--- src/rtl/reservation_station_pkg.sv ---
// Shared Tomasulo definitions: tag/data widths, the "operand present" tag,
// and the reservation-station entry record used by the RS, CDB and register status table.
package reservation_station_pkg;

  localparam int OP_W   = 4;
  localparam int TAG_W  = 5;
  localparam int DATA_W = 32;

  localparam logic [TAG_W-1:0] INVALID_TAG = 5'b11111;

  typedef struct packed {
    logic              busy;
    logic [OP_W-1:0]   op;
    logic [TAG_W-1:0]  dest_tag;
    logic [DATA_W-1:0] vj;
    logic [TAG_W-1:0]  qj;
    logic [DATA_W-1:0] vk;
    logic [TAG_W-1:0]  qk;
  } rs_entry_t;

  localparam rs_entry_t RS_ENTRY_RESET = '{
    busy:     1'b0,
    op:       '0,
    dest_tag: INVALID_TAG,
    vj:       '0,
    qj:       INVALID_TAG,
    vk:       '0,
    qk:       INVALID_TAG
  };

  // A broadcast of INVALID_TAG must never match, since that Q means "value present".
  function automatic logic tag_hit(input logic [TAG_W-1:0] q,
                                   input logic [TAG_W-1:0] tag,
                                   input logic             broadcast);
    return broadcast && (q != INVALID_TAG) && (q == tag);
  endfunction

endpackage

--- src/rtl/reservation_station_entry.sv ---
// Single reservation-station slot: holds one instruction and wakes its operands
// from the CDB, including a broadcast that coincides with the issue write.
module reservation_station_entry
  import reservation_station_pkg::*;
(
  input  logic              clk,
  input  logic              rst_n,
  input  logic              alloc,
  input  logic              free,
  input  logic              flush,
  input  logic [OP_W-1:0]   op,
  input  logic [TAG_W-1:0]  dest_tag,
  input  logic [DATA_W-1:0] vj,
  input  logic [TAG_W-1:0]  qj,
  input  logic [DATA_W-1:0] vk,
  input  logic [TAG_W-1:0]  qk,
  input  logic              broadcast,
  input  logic [TAG_W-1:0]  tag,
  input  logic [DATA_W-1:0] val,
  output rs_entry_t         state,
  output logic              ready
);

  rs_entry_t ent;

  always_ff @(posedge clk or negedge rst_n) begin
    if (!rst_n) begin
      ent <= RS_ENTRY_RESET;
    end else if (alloc) begin
      ent.busy     <= 1'b1;
      ent.op       <= op;
      ent.dest_tag <= dest_tag;
      if (tag_hit(qj, tag, broadcast)) begin
        ent.vj <= val;
        ent.qj <= INVALID_TAG;
      end else begin
        ent.vj <= vj;
        ent.qj <= qj;
      end
      if (tag_hit(qk, tag, broadcast)) begin
        ent.vk <= val;
        ent.qk <= INVALID_TAG;
      end else begin
        ent.vk <= vk;
        ent.qk <= qk;
      end
    end else begin
      if (flush || free) begin
        ent.busy <= 1'b0;
      end
      // Snoop only live entries so stale tags of freed slots never wake.
      if (ent.busy && tag_hit(ent.qj, tag, broadcast)) begin
        ent.vj <= val;
        ent.qj <= INVALID_TAG;
      end
      if (ent.busy && tag_hit(ent.qk, tag, broadcast)) begin
        ent.vk <= val;
        ent.qk <= INVALID_TAG;
      end
    end
  end

  assign state = ent;
  assign ready = ent.busy && (ent.qj == INVALID_TAG) && (ent.qk == INVALID_TAG);

endmodule

--- src/rtl/reservation_station.sv ---
// Reservation station: allocates issued instructions into the lowest free slot
// and dispatches the lowest-index ready slot to the functional unit.
module reservation_station
  import reservation_station_pkg::*;
#(
  parameter int DEPTH = 3
) (
  input  logic              clk,
  input  logic              rst_n,
  input  logic              in_issue,
  input  logic [OP_W-1:0]   in_op,
  input  logic [TAG_W-1:0]  in_dest_tag,
  input  logic [DATA_W-1:0] in_vj,
  input  logic [DATA_W-1:0] in_vk,
  input  logic [TAG_W-1:0]  in_qj,
  input  logic [TAG_W-1:0]  in_qk,
  output logic              out_full,
  input  logic              in_broadcast,
  input  logic [TAG_W-1:0]  in_tag,
  input  logic [DATA_W-1:0] in_val,
  output logic              out_dispatch,
  output logic [OP_W-1:0]   out_op,
  output logic [DATA_W-1:0] out_vj,
  output logic [DATA_W-1:0] out_vk,
  output logic [TAG_W-1:0]  out_dest_tag,
  input  logic              in_fu_ready,
  input  logic              in_flush
);

  rs_entry_t          ent [DEPTH];
  logic [DEPTH-1:0]   busy;
  logic [DEPTH-1:0]   ready;
  logic [DEPTH-1:0]   alloc_oh;
  logic [DEPTH-1:0]   sel_oh;
  logic [DEPTH-1:0]   free_oh;
  logic               issue_en;
  logic               alloc_found;
  logic               sel_found;

  // Full reflects current occupancy; a slot freed this cycle is reusable only next cycle.
  assign out_full     = &busy;
  assign out_dispatch = |ready;
  assign issue_en     = in_issue && !out_full && !in_flush;
  assign free_oh      = (out_dispatch && in_fu_ready) ? sel_oh : '0;

  always_comb begin
    alloc_oh    = '0;
    sel_oh      = '0;
    alloc_found = 1'b0;
    sel_found   = 1'b0;
    for (int i = 0; i < DEPTH; i++) begin
      if (!busy[i] && !alloc_found) begin
        alloc_oh[i] = 1'b1;
        alloc_found = 1'b1;
      end
      if (ready[i] && !sel_found) begin
        sel_oh[i] = 1'b1;
        sel_found = 1'b1;
      end
    end
  end

  for (genvar g = 0; g < DEPTH; g++) begin : g_entry
    reservation_station_entry u_entry (
      .clk       (clk),
      .rst_n     (rst_n),
      .alloc     (issue_en && alloc_oh[g]),
      .free      (free_oh[g]),
      .flush     (in_flush),
      .op        (in_op),
      .dest_tag  (in_dest_tag),
      .vj        (in_vj),
      .qj        (in_qj),
      .vk        (in_vk),
      .qk        (in_qk),
      .broadcast (in_broadcast),
      .tag       (in_tag),
      .val       (in_val),
      .state     (ent[g]),
      .ready     (ready[g])
    );
    assign busy[g] = ent[g].busy;
  end

  // Idle outputs read as zero operands with the "no tag" destination.
  always_comb begin
    out_op       = '0;
    out_vj       = '0;
    out_vk       = '0;
    out_dest_tag = INVALID_TAG;
    for (int i = 0; i < DEPTH; i++) begin
      if (sel_oh[i]) begin
        out_op       = ent[i].op;
        out_vj       = ent[i].vj;
        out_vk       = ent[i].vk;
        out_dest_tag = ent[i].dest_tag;
      end
    end
  end

endmodule

--- config.mk ---
export PLATFORM = sky130hd
export DESIGN_NAME = reservation_station
export DESIGN_NICKNAME = d
export VERILOG_FILES = /design/src/rtl/reservation_station_pkg.sv /design/src/rtl/reservation_station_entry.sv /design/src/rtl/reservation_station.sv
export SDC_FILE = /design/constraint.sdc
export NUM_CORES = 1
export LEC_CHECK = 0
export CORE_AREA = 2 2 203 165
export CTS_BUF_LIST = sky130_fd_sc_hd__clkbuf_4 sky130_fd_sc_hd__clkbuf_8 sky130_fd_sc_hd__clkbuf_16
export CTS_CLUSTER_DIAMETER = 60
export DETAILED_ROUTE_END_ITERATION = 16
export DIE_AREA = 0 0 205 167
export MAX_ROUTING_LAYER = met4
export PLACE_DENSITY = 0.78
export SYNTH_ARGS = -nofsm -noshare
export SYNTH_HDL_FRONTEND = slang
export SYNTH_HIERARCHICAL = 1
export SYNTH_SLANG_ARGS = --single-unit
--- constraint.sdc ---
create_clock -name clk -period 3.6 [get_ports clk]
set_input_delay 0.72 -clock clk [delete_from_list [all_inputs] [get_ports clk]]
set_output_delay 0.72 -clock clk [all_outputs]
set_load 0.1 [all_outputs]
# Word level (Yosys, flattened, before mapping)
# Cells that the tools add are included.
classes:
  reduce_logical: 59
  n_mux: 38
  n_eq_ne: 22
op_table:
  columns: ["cell", "n"]
  rows:
  - ["37-bit two-way mux", 8]
  - ["74-bit two-way mux", 3]
  - ["32-bit two-way mux", 6]
  - ["5-bit == test", 8]
  - ["5-bit inequality test, second input constant", 8]
  - ["1-bit logical AND", 38]
  - ["5-bit == test, second input constant", 6]
  - ["2-bit nonzero test", 9]
  - ["5-bit two-way mux", 3]
  - ["1-bit two-way mux", 14]
  - ["4-bit two-way mux", 3]
  - ["1-bit logical NOT", 7]
  - ["1-bit logical OR", 3]
  - ["3-bit two-way mux", 1]
  - ["3-bit AND reduction", 1]
  - ["3-bit OR reduction", 1]
word_totals:
  input_bits: 126
  register_bits: 252
  out_inout_bits: 75
  word_cells: 140

# Longest topological paths before layout
logic_depth:
  depth_word: 14
  ltp_mapped: 10

# Modules after synthesis
# The synthesis kept the hierarchy.
modules_own_cells:
  columns: ["mod", "area_each_um2", "cells_per_inst", "instances"]
  rows:
  - ["reservation_station_entry", 4489.3, 423, 3]
  - ["reservation_station", 2057.0, 344, 1]

# Least setup slack after synthesis
# No wires, ideal clock.
synth_timing:
  kind: "register to output"
  startpoint: "reg, netlist name g_entry[1].u_entry/state[39]"
  endpoint: "out out_dest_tag[4]"
  t_required_ns: 2.880
  setup_slack_ns: -0.534
  path_stages_with_launch: 7
  arrival_ns: 3.414
  path_buffers: 1
  path_cell_list: "dfstp_2 -> nand3_1 -> nor2_1 -> and3_1 -> buf_4 -> nor3b_1 -> o31ai_1"
synth_via:
  elab_chain_len: 9
  word_cells_on_any_way: 11
synth_rtl:
  columns: ["element", "line", "text"]
  rows:
  - ["5-bit == test (*)", "reservation_station_entry.sv:64", "assign ready = ent.busy && (ent.qj == INVALID_TAG) && (ent.qk == INVALID_TAG);"]
  - ["1-bit logical AND (*) (2 in a row)", "reservation_station_entry.sv:64", null]
  - ["named net ready[1]", "reservation_station.sv:32", "logic [DEPTH-1:0] ready;"]
  - ["1-bit logical AND (*)", "reservation_station.sv:56", "if (ready[i] && !sel_found) begin"]
  - ["1-bit two-way mux", "reservation_station.sv:56", null]
  - ["1-bit logical NOT", "reservation_station.sv:56", null]
  - ["1-bit logical AND", "reservation_station.sv:56", null]
  - ["1-bit two-way mux", "reservation_station.sv:56", null]
  - ["5-bit two-way mux (*)", "reservation_station.sv:92", "if (sel_oh[i]) begin"]
  - ["end, declared", "reservation_station.sv:25", "output logic [TAG_W-1:0] out_dest_tag,"]
# Mark *: on every way through the listed nets, which the timed path passes. The rest lies on a longest branch.

# Worst setup path in the final report
layout_timing:
  startpoint: "reg, netlist name g_entry[2].u_entry/state[37]"
  endpoint: "out out_vk[23]"
layout_via:
  elab_chain_len: 6
layout_rtl:
  columns: ["element", "line", "text"]
  rows:
  - ["5-bit == test", "reservation_station_entry.sv:64", null]
  - ["1-bit logical AND (2 in a row)", "reservation_station_entry.sv:64", null]
  - ["named net ready[2]", "reservation_station.sv:32", null]
  - ["1-bit logical AND", "reservation_station.sv:56", null]
  - ["1-bit two-way mux", "reservation_station.sv:56", null]
  - ["32-bit two-way mux", "reservation_station.sv:92", null]
  - ["end, declared", "reservation_station.sv:24", "output logic [DATA_W-1:0] out_vk,"]
# The timed path passes the listed nets, and every way through them passes these cells.

==> impl_metrics.json <==
{
  "startpoint_type": "flop",
  "power_frac_clock_pct": 31.4,
  "antenna_found_initial": 1,
  "synth_cells": 1613,
  "fin_crit_sh_pct": 99.7,
  "tightest_slew_ns": 1.03,
  "nets": 1886,
  "first_global_vias": 13767,
  "finalHoldViolCount": 0,
  "power_frac_seq_pct": 47.3,
  "layout-drive-gt1-share_pct": 16.2,
  "switching_share_pct": 30.0,
  "htree_levels": 1,
  "period_needed_ns": 3.59,
  "fmax_ghz": 0.278,
  "crit_arrival_ns": 2.87,
  "avgRoutedWirePerCell_um": 23.1,
  "grt_pass1_wl_mm": 79.0,
  "syn_area_um2": 15500,
  "async_flop_share_pct": 100,
  "netlist.top_cell.by_area": "dfrtp_1",
  "outcome": "completed",
  "combPwrFrac_pct": 21.3,
  "fin_skew_ns": 0.0247,
  "max_slew_margin_pct": 31.2,
  "cp.required_ns": 2.88,
  "syn-num-nets": 1739,
  "clk_pin_slew_ns": 0.06,
  "power_density_nw_per_um2": 460,
  "num_rows": 59,
  "fillers": 2577,
  "drtPass1Iterations": 6,
  "finalPower_uw": 9070,
  "drv_cap": 0,
  "syn2layout_area_growth_pct": 27.0,
  "die-width_um": 205,
  "end_kind": "output port",
  "cts.path.max_buffers": 3,
  "synth_warnings": 6,
  "p_sw_uw": 2720,
  "maxSlewViolCount": 0,
  "track_usage_pct": 29.9,
  "synth.distinct_cells": 41,
  "dr_total_vias": 14049,
  "rsz0062_at_grt": "yes",
  "drcViolationCount": 0,
  "grt_max_degree": 91,
  "ctsRootBufferMaster": "clkbuf_16",
  "cts_tree": "yes",
  "yosysMostFrequentCell": "dfrtp_1",
  "power_leakage_uw": 0.00824,
  "seq_area_frac_synth_pct": 41.0,
  "setup_tns_ns": 0,
  "synthTopCellsByCount": "207 x dfrtp_1, 192 x mux2i_1, 139 x a21oi_1",
  "synth_top_cells_by_area": "dfrtp_1 33%, mux2i_1 12%, dfstp_2 7.6%",
  "wirelength_mm": 51.1,
  "synth_edf_count": 0,
  "drt-vias-per-instance": 6.36,
  "core_um2": 32200,
  "p_int_uw": 6350,
  "synth.top_cell.area_share_pct": 33.4,
  "cts_hold_buf": 0,
  "max-vdd-ir-drop_uv": 342,
  "synth-seq-cells": 252,
  "die_area_um2": 34200,
  "avgSynthCellArea_um2": 9.62,
  "cts_buffers": 28,
  "io_pins": 201,
  "clk_latency_ns": 0.55,
  "start_util_pct": 48.2,
  "dr.first_iter.drc_count": 1599,
  "grt_overflow_total": 0,
  "dp_hpwl_mm": 31.3,
  "min_path_type": "in2async",
  "cts_sinks": 252,
  "synth_ff_type": "dfrtp_1",
  "port_buffers": 200,
  "gp_congestion": 0.867,
  "antenna_left": 0,
  "path_max_fanout": 29,
  "largest_reg_flops": 252,
  "setup_viol": 0,
  "worstSetupPathType": "reg2out",
  "dieHeight_um": 167
}
metrics by stage:
| stage | hold slack (ns) | util [%] | area, µm² | setup WS (ns) | cells |
|---|---|---|---|---|---|
| 2_1_floorplan | 0.424 | - | 15500 | 0.0800 | 1613 |
| 3_3_place_gp | 0.468 | 57.9 | 18600 | 0.402 | 2149 |
| 3_5_place_dp | 0.479 | 57.9 | 18600 | 0.357 | 2149 |
| 4_1_cts | 0.232 | 60.8 | 19600 | -0.0000651 | 2204 |
| 5_1_grt | 0.257 | 61.3 | 19700 | -0.0202 | 2210 |
| 6_report | 0.204 | 61.3 | 19700 | 0.00933 | 2210 |
power groups by stage:
stage / clock network (µW) / registers [µW] / logic (µW)
floorplan: 0 / 4150 / 1280
global placement: 0 / 4260 / 1780
detailed placement: 0 / 4300 / 1890
CTS: 2880 / 4280 / 1900
global route: 3000 / 4390 / 2110
finish: 2850 / 4290 / 1930
cell type report:
| type | instances | area (µm²) | share of cell area, % |
|---|---|---|---|
| diodes | 1 | 2.50 | 0.0127 |
| clock buffers | 41 | 852 | 4.32 |
| clock inverters | 11 | 65.1 | 0.330 |
| inverters | 108 | 405 | 2.06 |
| multi-input cells | 1111 | 8090 | 41.1 |
| flip-flops and latches | 252 | 6360 | 32.3 |
| well taps | 427 | 534 | 2.71 |
| repair buffers | 259 | 3400 | 17.2 |
logic make-up (layout without fill, tap and decap cells):
logic type,count (synthesis),count (layout),synth area share (%)
multiplexers,219,219,14.3
buffers and inverters,253,419,8.53
XOR/XNOR,54,54,3.05
AO/OA/AOI/OAI,474,474,20.2
flip-flops,252,252,41.0
other,0,1,0
AND/OR/NAND/NOR,361,364,12.9
critical path: stages, from the launching register on:
cell	delay (ns)
dfstp_2	0.57
nand3_1	0.07
nor2_1	0.32
and3_4	0.38
buf_12	0.22
nand3b_1	0.10
a21oi_1	0.40
buf_12	0.24
timing repair:
item                                    CTS  global route
gates resized for setup                   0            24
pin swaps                                 2             2
setup buffers                             2             3
gates cloned                              1             2
endpoints found under the setup margin    6            41
cell usage in the layout, fill, tap and decap left out, types with 27 or more instances in the layout:
cell type,instances
clkbuf_16,30
mux2_1,27
a21oi_1,122
nand3b_1,68
buf_4,43
inv_1,105
clkdlybuf4s50_1,124
nor2b_1,73
mux2i_1,192
xnor2_1,39
dfstp_2,45
dfrtp_1,207
nand2_1,122
o221ai_1,93
o21ai_1,96
a22oi_1,111
buf_12,89
nor2_1,32
final timing paths:
kind,startpoint,end,slack (ns),depth (start not counted)
worst max-delay path,g_entry[2].u_entry/state[37],out_vk[23],0.009,7
worst min-delay path,rst_n,g_entry[0].u_entry/state[83],0.20,1
worst max register to register,g_entry[0].u_entry/state[83],g_entry[2].u_entry/state[68],1.20,5
worst min register to register,g_entry[1].u_entry/state[79],g_entry[1].u_entry/state[79],0.49,1
max in group asynchronous,rst_n,g_entry[1].u_entry/state[2],2.49,2
min in group clk,g_entry[1].u_entry/state[79],g_entry[1].u_entry/state[79],0.49,1
metal layers:
layer | up-vias | part of all wire [%] | track usage, %
li1 | 6135 | - | -
met1 | 6996 | 41 | 41.2
met2 | 815 | 47 | 45.5
met3 | 103 | 9.8 | 4.76
met4 | 0 | 2.6 | 8.91
met5 | - | 0 | -
(Power assumes the default switching activity.)
